**src/rtl/cu_pkg.sv**
```systemverilog
`default_nettype none
// ============================================================================
// Module      : cu_pkg
// Description : Shared opcodes, FSM states and control encodings for the
//               control_unit slice.
// Revision    : 1.0 - initial release
// ============================================================================
package cu_pkg;

  localparam logic [3:0] OP_NOP = 4'h0;
  localparam logic [3:0] OP_LDI = 4'h1;
  localparam logic [3:0] OP_LDR = 4'h2;
  localparam logic [3:0] OP_STR = 4'h3;
  localparam logic [3:0] OP_ADD = 4'h4;
  localparam logic [3:0] OP_SUB = 4'h5;
  localparam logic [3:0] OP_AND = 4'h6;
  localparam logic [3:0] OP_OR  = 4'h7;
  localparam logic [3:0] OP_JMP = 4'h8;
  localparam logic [3:0] OP_JZ  = 4'h9;
  localparam logic [3:0] OP_HLT = 4'hF;

  localparam logic [1:0] SEL_ALU = 2'b00;
  localparam logic [1:0] SEL_IMM = 2'b01;
  localparam logic [1:0] SEL_REG = 2'b10;

  localparam logic [1:0] ALU_ADD = 2'b00;
  localparam logic [1:0] ALU_SUB = 2'b01;
  localparam logic [1:0] ALU_AND = 2'b10;
  localparam logic [1:0] ALU_OR  = 2'b11;

  typedef enum logic [2:0] {
    ST_IDLE    = 3'd0,
    ST_FETCH   = 3'd1,
    ST_DECODE  = 3'd2,
    ST_EXECUTE = 3'd3,
    ST_HALT    = 3'd4
  } state_t;

  typedef struct packed {
    logic       load_acc;
    logic       reg_write;
    logic [1:0] sel_acc;
    logic [1:0] alu_op;
    logic [3:0] imm;
    logic [1:0] reg_addr;
    logic       jump;
    logic       halt;
    logic       illegal;
  } cu_ctrl_t;

endpackage
`default_nettype wire

```
**src/rtl/cu_decoder.sv**
```systemverilog
`default_nettype none
// ============================================================================
// Module      : cu_decoder
// Description : Combinational opcode-to-control decode; all zero unless en.
// Revision    : 1.0 - initial release
// ============================================================================
module cu_decoder
  import cu_pkg::*;
(
  input  logic       en,
  input  logic [7:0] ir,
  input  logic       zero,
  output cu_ctrl_t   ctrl
);

  logic [3:0] w_opcode;
  logic [3:0] w_operand;

  assign w_opcode  = ir[7:4];
  assign w_operand = ir[3:0];

  always_comb begin
    ctrl = '0;
    if (en) begin
      case (w_opcode)
        OP_NOP: ;
        OP_LDI: begin
          ctrl.load_acc = 1'b1;
          ctrl.sel_acc  = SEL_IMM;
          ctrl.imm      = w_operand;
        end
        OP_LDR: begin
          ctrl.load_acc = 1'b1;
          ctrl.sel_acc  = SEL_REG;
          ctrl.reg_addr = w_operand[1:0];
        end
        OP_STR: begin
          ctrl.reg_write = 1'b1;
          ctrl.reg_addr  = w_operand[1:0];
        end
        OP_ADD, OP_SUB, OP_AND, OP_OR: begin
          ctrl.load_acc = 1'b1;
          ctrl.sel_acc  = SEL_ALU;
          ctrl.alu_op   = w_opcode[1:0];
          ctrl.reg_addr = w_operand[1:0];
        end
        OP_JMP: ctrl.jump = 1'b1;
        OP_JZ:  ctrl.jump = zero;
        OP_HLT: ctrl.halt = 1'b1;
        // 0xA-0xE execute as NOP but are flagged
        default: ctrl.illegal = 1'b1;
      endcase
    end
  end

endmodule
`default_nettype wire

```
**src/rtl/control_unit.sv**
```systemverilog
`default_nettype none
// ============================================================================
// Module      : control_unit
// Description : Fetch/decode/execute sequencer with pc, IR and sticky illegal.
// Revision    : 1.0 - initial release
// ============================================================================
module control_unit
  import cu_pkg::*;
(
  input  logic       clk,
  input  logic       CLR,
  input  logic       run,
  input  logic [7:0] instr,
  input  logic       zero,
  output logic [7:0] pc,
  output logic       mem_rd,
  output logic       LoadAcc,
  output logic [1:0] SelAcc,
  output logic [3:0] imm,
  output logic [1:0] alu_op,
  output logic [1:0] reg_addr,
  output logic       RegWrite,
  output logic       halted,
  output logic       illegal
);

  state_t     r_state;
  state_t     w_next_state;
  logic [7:0] r_pc;
  logic [7:0] r_ir;
  logic       r_illegal;
  logic       w_in_exec;
  cu_ctrl_t   w_ctrl;

  assign w_in_exec = (r_state == ST_EXECUTE);

  cu_decoder u_decoder (
    .en   (w_in_exec),
    .ir   (r_ir),
    .zero (zero),
    .ctrl (w_ctrl)
  );

  always_ff @(posedge clk or posedge CLR) begin
    if (CLR) begin
      r_state <= ST_IDLE;
    end else begin
      r_state <= w_next_state;
    end
  end

  always_comb begin
    w_next_state = r_state;
    case (r_state)
      ST_IDLE:    if (run) w_next_state = ST_FETCH;
      ST_FETCH:   w_next_state = ST_DECODE;
      ST_DECODE:  w_next_state = ST_EXECUTE;
      ST_EXECUTE: w_next_state = w_ctrl.halt ? ST_HALT : ST_FETCH;
      ST_HALT:    w_next_state = ST_HALT;
      default:    w_next_state = ST_IDLE;
    endcase
  end

  // pc moves only when EXECUTE retires; jumps keep the upper nibble (page)
  always_ff @(posedge clk or posedge CLR) begin
    if (CLR) begin
      r_pc      <= 8'h00;
      r_ir      <= 8'h00;
      r_illegal <= 1'b0;
    end else begin
      if (r_state == ST_DECODE) begin
        r_ir <= instr;
      end
      if (w_in_exec && !w_ctrl.halt) begin
        r_pc <= w_ctrl.jump ? {r_pc[7:4], r_ir[3:0]} : r_pc + 8'd1;
      end
      if (w_in_exec && w_ctrl.illegal) begin
        r_illegal <= 1'b1;
      end
    end
  end

  // Strobes decode from state so an async reset removes them at once
  assign pc       = r_pc;
  assign mem_rd   = (r_state == ST_FETCH);
  assign LoadAcc  = w_ctrl.load_acc;
  assign SelAcc   = w_ctrl.sel_acc;
  assign imm      = w_ctrl.imm;
  assign alu_op   = w_ctrl.alu_op;
  assign reg_addr = w_ctrl.reg_addr;
  assign RegWrite = w_ctrl.reg_write;
  assign halted   = (r_state == ST_HALT);
  assign illegal  = r_illegal;

endmodule
`default_nettype wire

```
**config.mk**
```make
export PLATFORM = sky130hd
export DESIGN_NAME = control_unit
export DESIGN_NICKNAME = d
export VERILOG_FILES = /design/src/rtl/cu_pkg.sv /design/src/rtl/cu_decoder.sv /design/src/rtl/control_unit.sv
export SDC_FILE = /design/constraint.sdc
export NUM_CORES = 1
export LEC_CHECK = 0
export BUFFER_PORTS_ARGS = -buffer_cell sky130_fd_sc_hd__buf_4
export CELL_PAD_IN_SITES_DETAIL_PLACEMENT = 1
export CELL_PAD_IN_SITES_GLOBAL_PLACEMENT = 1
export CORE_MARGIN = 2
export CORE_UTILIZATION = 40
export DETAILED_ROUTE_END_ITERATION = 10
export GPL_TIMING_DRIVEN = 0
export PLACE_DENSITY_LB_ADDON = 0.2
export SLEW_MARGIN = 40
export SYNTH_ARGS = -nofsm -noshare
export SYNTH_HDL_FRONTEND = slang
export SYNTH_SLANG_ARGS = --single-unit
```
**constraint.sdc**
```tcl
create_clock -name clk -period 2 [get_ports clk]
set_input_delay 0.2 -clock clk [delete_from_list [all_inputs] [get_ports clk]]
set_output_delay 0.2 -clock clk [all_outputs]
set_load 0.02 [all_outputs]
```
==> summary.txt, run 1 <==
Critical path
  • Cell mode on critical path: buf_4
  • Worst Path Arrival: 1.69 ns
  • CP max FO: 10
  • Reg-to-Reg Start: r_state[1]$_DFFE_PP0P_
  • CP cell instances: buf_4, nand2b_4, nor4_4, and2_4, buf_4
  • Worst path top cell family by delay: simple AND/OR/NAND/NOR gates
  • Crit-path slowest cell: dfrtp_1
  • Worst setup EP type: primary output
  • CP startpoint kind: register
  • Worst path max stage delay: 0.40 ns
  • Bufs and invs on worst path: 2
  • Critical Path RT: 1.80 ns
  • Critical path class: reg2out
  • Crit path from: r_ir[6]$_DFFE_PP0P_

Die
  • Placement Rows: 19
  • Die height: 57.2 µm
  • Die ar.: 0.00327 mm²
  • Core ar.: 0.00271 mm²
  • # IOs: 35
  • Initial core utilization: 0.417
  • Chip width: 57.2 µm

Place
  • Dpl cells: 163
  • Placed Area: 0.00143 mm²
  • Detail Placement HPWL: 1920 µm
  • # port buffers: 34
  • GP Congestion: 0.717

CTS
  • Setup Fix Bufs, Post-CTS: 0
  • CTS Sinks: 20
  • TritonCTS clock tree: done
  • Num CTS Buffers: 3
  • Insertion delay to the later sink of the worst-skew pair: 0.29 ns
  • CTS root buffer: clkbuf_4
  • Htree depth: 1
  • Max Buffers Root-to-Sink: 2
  • Reg clk slew, reported paths: 0.11 ns

STA
  • Least-Margin Pin Slew: 0.466 ns
  • Final number of max-transition violations: 0
  • F_max: 528 MHz
  • Fin. Hold Viols: 0
  • Crit share post-route: 0.947
  • Fin crit period: 1.89 ns
  • Setup TNS: 0 ns
  • Setup Skew: 0.00109 ns
  • Final setup vio count: 0
  • Max transition margin: 0.689

Power
  • Gate power share: 0.572
  • Leak pwr: 0.698 nW
  • Max rail drop VDD: 779 µV
  • PnR Total Power: 0.00224 W
  • Switch Pwr: 0.000984 W
  • Power Dens Cells: 1520 mW/mm²
  • Internal: 0.00126 W
  • Seq pwr share: 0.343
  • Clock power frac: 0.085
  • Net Sw Frac: 0.439

Final layout
  • Area Overhead vs Synth: 30.0%
  • Share of cells above drive strength 1: 0.478
  • Fill cells: 328
  • Nets: 151
  • Post-route cell area: 0.00147 mm²
  • Diode count: 0
  • Cell Count, Final, Fillers Out: 167

Logic synthesis
  • Synth Net Count: 111
  • Syn. warnings: 0
  • Cell count after synthesis: 98
  • Yosys top cell area share: 0.442
  • Post-Syn Area: 0.00113 mm²
  • Primary FF master, synth: dfrtp_1
  • Top cell type by total area after synthesis: dfrtp_1
  • Count leader, synth: dfrtp_1
  • Synthesized area per cell: 11.5 µm²
  • Post-synth EDFFs: 0
  • Yosys reg bits: 20
  • Synth cell types: 37
  • Synth top area cells: dfrtp_1, mux2_2, xnor2_1
  • Post-synth ARST share: 1.00
  • Synth top cells by count: dfrtp_1, mux2_2, nor2_1, and2_1
  • Sequential cell area fraction in the yosys report: 0.442

GRT
  • Overall Global Routing Usage: 0.164
  • Vias in the first global route: 928
  • Global-route wire length before repair: 4240 µm
  • GRT overflow: 0
  • Initial antenna violation count: 0
  • Largest net degree at the start of global routing: 21

Job
  • Max-Cap Viols: 0

Min path
  • Min-delay src: instr[7]
  • Hold Path Class: in2reg

Routing
  • Starting DRT DRC Count: 14
  • Routed wire per std cell: 15.3 µm
  • Final ANT Viol Nets: 0
  • Residual DRC: 0
  • Average via count per standard cell: 5.43
  • Pre-Repair DR Iteration Count: 4
  • Vias: 907
  • Detailed Route WL: 2550 µm

Run status
  • Outcome: finished clean
## stage by stage
stage | setup WS (ns) | hold WS [ns] | util
CTS | 0.0187 | 0.0682 | 0.534
global route | -0.000393 | 0.121 | 0.542
floorplan | 0.370 | 0.164 | -
finish | 0.105 | 0.132 | 0.542
detailed placement | 0.369 | 0.398 | 0.526
global placement | 0.422 | 0.393 | 0.526
## cell type report
class / instances / area (µm²) / share of cell area
multi-input combinational: 72 / 598 / 0.407
sequential: 20 / 500 / 0.340
timing repair buffer: 35 / 265 / 0.180
tap: 31 / 38.8 / 0.0264
buffer: 4 / 37.5 / 0.0255
inverter: 2 / 7.51 / 0.00511
clock buffer: 3 / 22.5 / 0.0153
## cell families after synthesis
| kind of cell | Yosys count | share of synthesized area |
|---|---|---|
| adder cells (fa/ha/maj) | 1 | 0.0111 |
| XOR/XNOR | 5 | 0.0387 |
| flip-flops | 20 | 0.442 |
| buffers and inverters | 6 | 0.0398 |
| multiplexers | 12 | 0.116 |
| AO/OA/AOI/OAI | 13 | 0.0797 |
| AND/OR/NAND/NOR | 41 | 0.272 |
## cells in the final DEF (no fill, tap or decap), drive strengths merged, types with 2 or more instances in the layout
cell / synthesis / routed
nand2: 2 / 2
nand2b: 2 / 2
nor2: 10 / 10
inv: 2 / 2
nand4: 3 / 3
buf: 4 / 38
nor3b: 3 / 3
o21ai: 2 / 2
mux2: 9 / 9
and3: 4 / 4
nand3: 5 / 5
a31oi: 2 / 2
a21oi: 2 / 2
dfrtp: 20 / 20
and2: 5 / 5
mux2i: 3 / 3
clkbuf: 0 / 3
or2: 2 / 2
nor3: 2 / 2
xnor2: 4 / 4
## path summary, 6_finish.rpt
| path | endpoint | slack [ns] | cells past startpoint |
|---|---|---|---|
| worst max-delay path | imm[0] | 0.11 | 5 |
| worst max register to register | r_ir[4]$_DFFE_PP0P_ | 0.51 | 2 |
| worst min-delay path | r_ir[7]$_DFFE_PP0P_ | 0.13 | 2 |
| max in group asynchronous | r_ir[5]$_DFFE_PP0P_ | 1.25 | 3 |
| worst min register to register | pc[7]$_DFFE_PP0P_ | 0.49 | 1 |
| min in group asynchronous | r_state[1]$_DFFE_PP0P_ | 0.45 | 3 |
## timing repair
| action | 4_1_cts | 5_1_grt |
|---|---|---|
| hold buffers | 0 | 1 |
| endpoints found under the setup margin | 0 | 3 |
| hold endpoints to repair | 0 | 20 |
| gates resized for setup | 0 | 3 |
## metal layers
layer,wire [µm],up-vias,track usage
met5,0,-,0
met4,17,0,0.0399
met3,94,2,0.0227
met2,1360,16,0.307
met1,1080,458,0.196
li1,-,431,-
## state kept, by name, summed over array words and instances (netlist names)
| register | cells |
|---|---|
| r_state | 3 |
| pc | 8 |
| illegal | 1 |
| r_ir | 8 |
## power by group through the flow
stage | Sequential (W) | Combinational (W) | Clock (W)
after CTS | 0.000770 | 0.00127 | 0.000197
after global routing | 0.000794 | 0.00139 | 0.000218
after floorplan | 0.000802 | 0.000858 | 0
after detailed placement | 0.000775 | 0.00127 | 0
after global placement | 0.000758 | 0.00123 | 0
final | 0.000769 | 0.00128 | 0.000190
## worst register-to-register path, stage by stage (launching register included)
cell and delay, ns:
dfrtp_1 0.50, nor3b_4 0.49, mux2_2 0.40
No activity file was read; power rests on OpenSTA's default activity.
==> inputs of run 2 (changes only) <==
--- a/config.mk
+++ b/config.mk
@@ -5,10 +5,10 @@
 export SDC_FILE = /design/constraint.sdc
 export NUM_CORES = 1
 export LEC_CHECK = 0
-export BUFFER_PORTS_ARGS = -buffer_cell sky130_fd_sc_hd__buf_4
+export BUFFER_PORTS_ARGS = -buffer_cell sky130_fd_sc_hd__buf_2
 export CELL_PAD_IN_SITES_DETAIL_PLACEMENT = 1
 export CELL_PAD_IN_SITES_GLOBAL_PLACEMENT = 1
-export CORE_MARGIN = 2
+export CORE_MARGIN = 4
 export CORE_UTILIZATION = 40
 export DETAILED_ROUTE_END_ITERATION = 10
 export GPL_TIMING_DRIVEN = 0
==> run 2 against run 1 <==
Worst hold slack got worse by 0.020 ns. First-iteration DRC count increased by 7.1%. Register-to-register slack got worse by 0.02 ns. Clock skew increased by 0.0019 ns. Global-route usage decreased by 1.3 points. Utilization decreased by 1.6 points. Cell area decreased by 2.1%. Routed wire length increased by 2.5%. Largest cell class unchanged.
==> summary.txt, run 2 (same netlist as run 1, synthesis figures left out) <==
Die
  • Initial core utilization: 0.414 (-0.00363)
  • # IOs: 35 (unchanged)
  • Die height: 61.2 µm (+7.0%)
  • Die ar.: 0.00374 mm² (+14%)
  • Placement Rows: 19 (unchanged)
  • Core ar.: 0.00273 mm² (+0.88%)
  • Chip width: 61.2 µm (+7.0%)

STA
  • Crit share post-route: 0.953 (+0.00593)
  • Final setup margin: 0.0933 ns (-0.0119 ns)
  • Max transition margin: 0.516 (-0.173)
  • Setup Skew: 0.00303 ns (+0.00194 ns)
  • Setup TNS: 0 ns (unchanged)
  • Final number of max-transition violations: 0 (unchanged)
  • Fin crit period: 1.91 ns (+0.0119 ns)
  • Fin. Hold Viols: 0 (unchanged)
  • F_max: 524 MHz (-0.62%)
  • Final setup vio count: 0 (unchanged)
  • RSZ-0062 raised after global routing: no
  • Least-Margin Pin Slew: 0.722 ns (+0.256 ns)

Critical path
  • Worst Path Arrival: 1.71 ns (+0.02 ns)
  • Critical path class: reg2out
  • Critical Path RT: 1.80 ns (about the same)
  • CP startpoint kind: register
  • Worst path max stage delay: 0.40 ns (about the same)
  • Reg2reg path depth: 2 (unchanged)
  • CP cell instances: buf_4, nand2b_4, nor4_4, and2_1, buf_2
  • Bufs and invs on worst path: 2 (unchanged)
  • Worst setup EP type: primary output
  • Worst path top cell family by delay: simple AND/OR/NAND/NOR gates
  • Crit-path slowest cell: dfrtp_1
  • CP max FO: 10 (unchanged)
  • Critical path depth: 5 (unchanged)

Routing
  • Final ANT Viol Nets: 0 (unchanged)
  • Detailed Route WL: 2610 µm (+2.5%)
  • Average via count per standard cell: 5.30 (-2.4%)
  • Starting DRT DRC Count: 15 (+1)
  • Vias: 917 (+1.1%)
  • Residual DRC: 0 (unchanged)
  • Routed wire per std cell: 15.1 µm (-1.1%)
  • Pre-Repair DR Iteration Count: 4 (unchanged)

Final layout
  • Diode count: 0 (unchanged)
  • Share of cells above drive strength 1: 0.486 (+0.00797)
  • Post-route cell area: 0.00144 mm² (-2.1%)
  • Nets: 156 (+3.3%)
  • Fill cells: 305 (-7.0%)
  • Commonest cells after routing, fill and taps aside: buf_2, dfrtp_1, mux2_2
  • Area Overhead vs Synth: 27.2%
  • Most common cell after layout, fill and taps aside: buf_2

Power
  • Leak pwr: 0.711 nW (+1.9%)
  • Max rail drop VDD: 936 µV (+20%)
  • Power Dens Cells: 1600 mW/mm² (+4.9%)

Place
  • GP Congestion: 0.722 (+0.78%)
  • Place WS: 0.267 ns (-0.102 ns)
  • Placed Area: 0.00134 mm² (-6.0%)
  • Detail Placement HPWL: 1980 µm (+3.4%)
  • # port buffers: 34 (unchanged)

GRT
  • Vias in the first global route: 901 (-2.9%)
  • Global-route wire length before repair: 4170 µm (-1.6%)
  • Largest net degree at the start of global routing: 21 (unchanged)
  • Overall Global Routing Usage: 0.151 (-0.0127)
  • GRT overflow: 0 (unchanged)
  • Initial antenna violation count: 0 (unchanged)

Min path
  • WHS Path Cells: 2 (unchanged)
  • Hold Path Class: in2reg

CTS
  • Insertion delay to the later sink of the worst-skew pair: 0.30 ns (about the same)
  • Htree depth: 1 (unchanged)
  • CTS Sinks: 20 (unchanged)
  • Reg clk slew, reported paths: 0.12 ns (about the same)
  • TritonCTS clock tree: done
  • Num CTS Buffers: 3 (unchanged)
  • CTS root buffer: clkbuf_4
  • Max Buffers Root-to-Sink: 2 (unchanged)

Job
  • Max-Cap Viols: 0 (unchanged)

Run status
  • Outcome: finished clean
## run 2: cell count changes in the layout (fill, tap and decap cells not counted)
cell / change
nor2_2: -1
buf_4: -29
and2_4: -1
inv_2: -1
clkbuf_8: +1
nor2_4: +1
clkinv_1: +1
buf_2: +34
and2_1: +1
## run 2: stage by stage
stage	total power [W]	hold slack, ns	util	std cells
floorplan	0.00166	0.164	-	98
global placement	0.00192	0.383	0.490	163
detailed placement	0.00198	0.378	0.490	163
CTS	0.00223	0.0375	0.504	167
global route	0.00247	0.121	0.526	173
finish	0.00230	0.112	0.526	173
## run 2: report_power, final
group	leakage [nW]	switching, W	internal (W)
clock	0.0210	0.000134	0.000111
combinational	0.449	0.000704	0.000597
sequential	0.241	0.000176	0.000578
## run 2: layout make-up
class / count / area [µm²] / area share
Buffer: 4 / 37.5 / 0.0261
Timing Repair Buffer: 40 / 218 / 0.151
Clock buffer: 4 / 36.3 / 0.0252
Inverter: 2 / 7.51 / 0.00522
Multi-Input combinational cell: 72 / 601 / 0.417
Sequential cell: 20 / 500 / 0.348
Tap cell: 31 / 38.8 / 0.0270
## run 2: worst paths after layout
path                                        to  slack, ns                   start
hold / removal             r_ir[5]$_DFFE_PP0P_       0.11                instr[5]
setup / recovery                        imm[3]       0.09     r_ir[6]$_DFFE_PP0P_
min in group asynchronous  r_ir[2]$_DFFE_PP0P_       0.45                     CLR
setup reg to reg           r_ir[3]$_DFFE_PP0P_       0.49  r_state[1]$_DFFE_PP0P_
hold reg to reg              pc[7]$_DFFE_PP0P_       0.48       pc[7]$_DFFE_PP0P_
max in group asynchronous    pc[4]$_DFFE_PP0P_       1.20                     CLR
## run 2: layer usage
layer / part of all wire / vias up / track usage / wire length [µm]
li1: - / 437 / - / -
met1: 0.48 / 455 / 0.198 / 1250
met4: 0.0057 / 0 / 0.0464 / 15
met2: 0.47 / 23 / 0.245 / 1230
met5: 0 / - / 0 / 0
met3: 0.047 / 2 / 0.0377 / 122
## run 2: timing repair
item	4_1_cts	5_1_grt
pin swaps	0	2
hold buffers	0	1
endpoints found under the hold margin	0	20
cloned	0	0
setup buffers	0	5
endpoints found under the setup margin	1	6
gates resized for setup	1	2
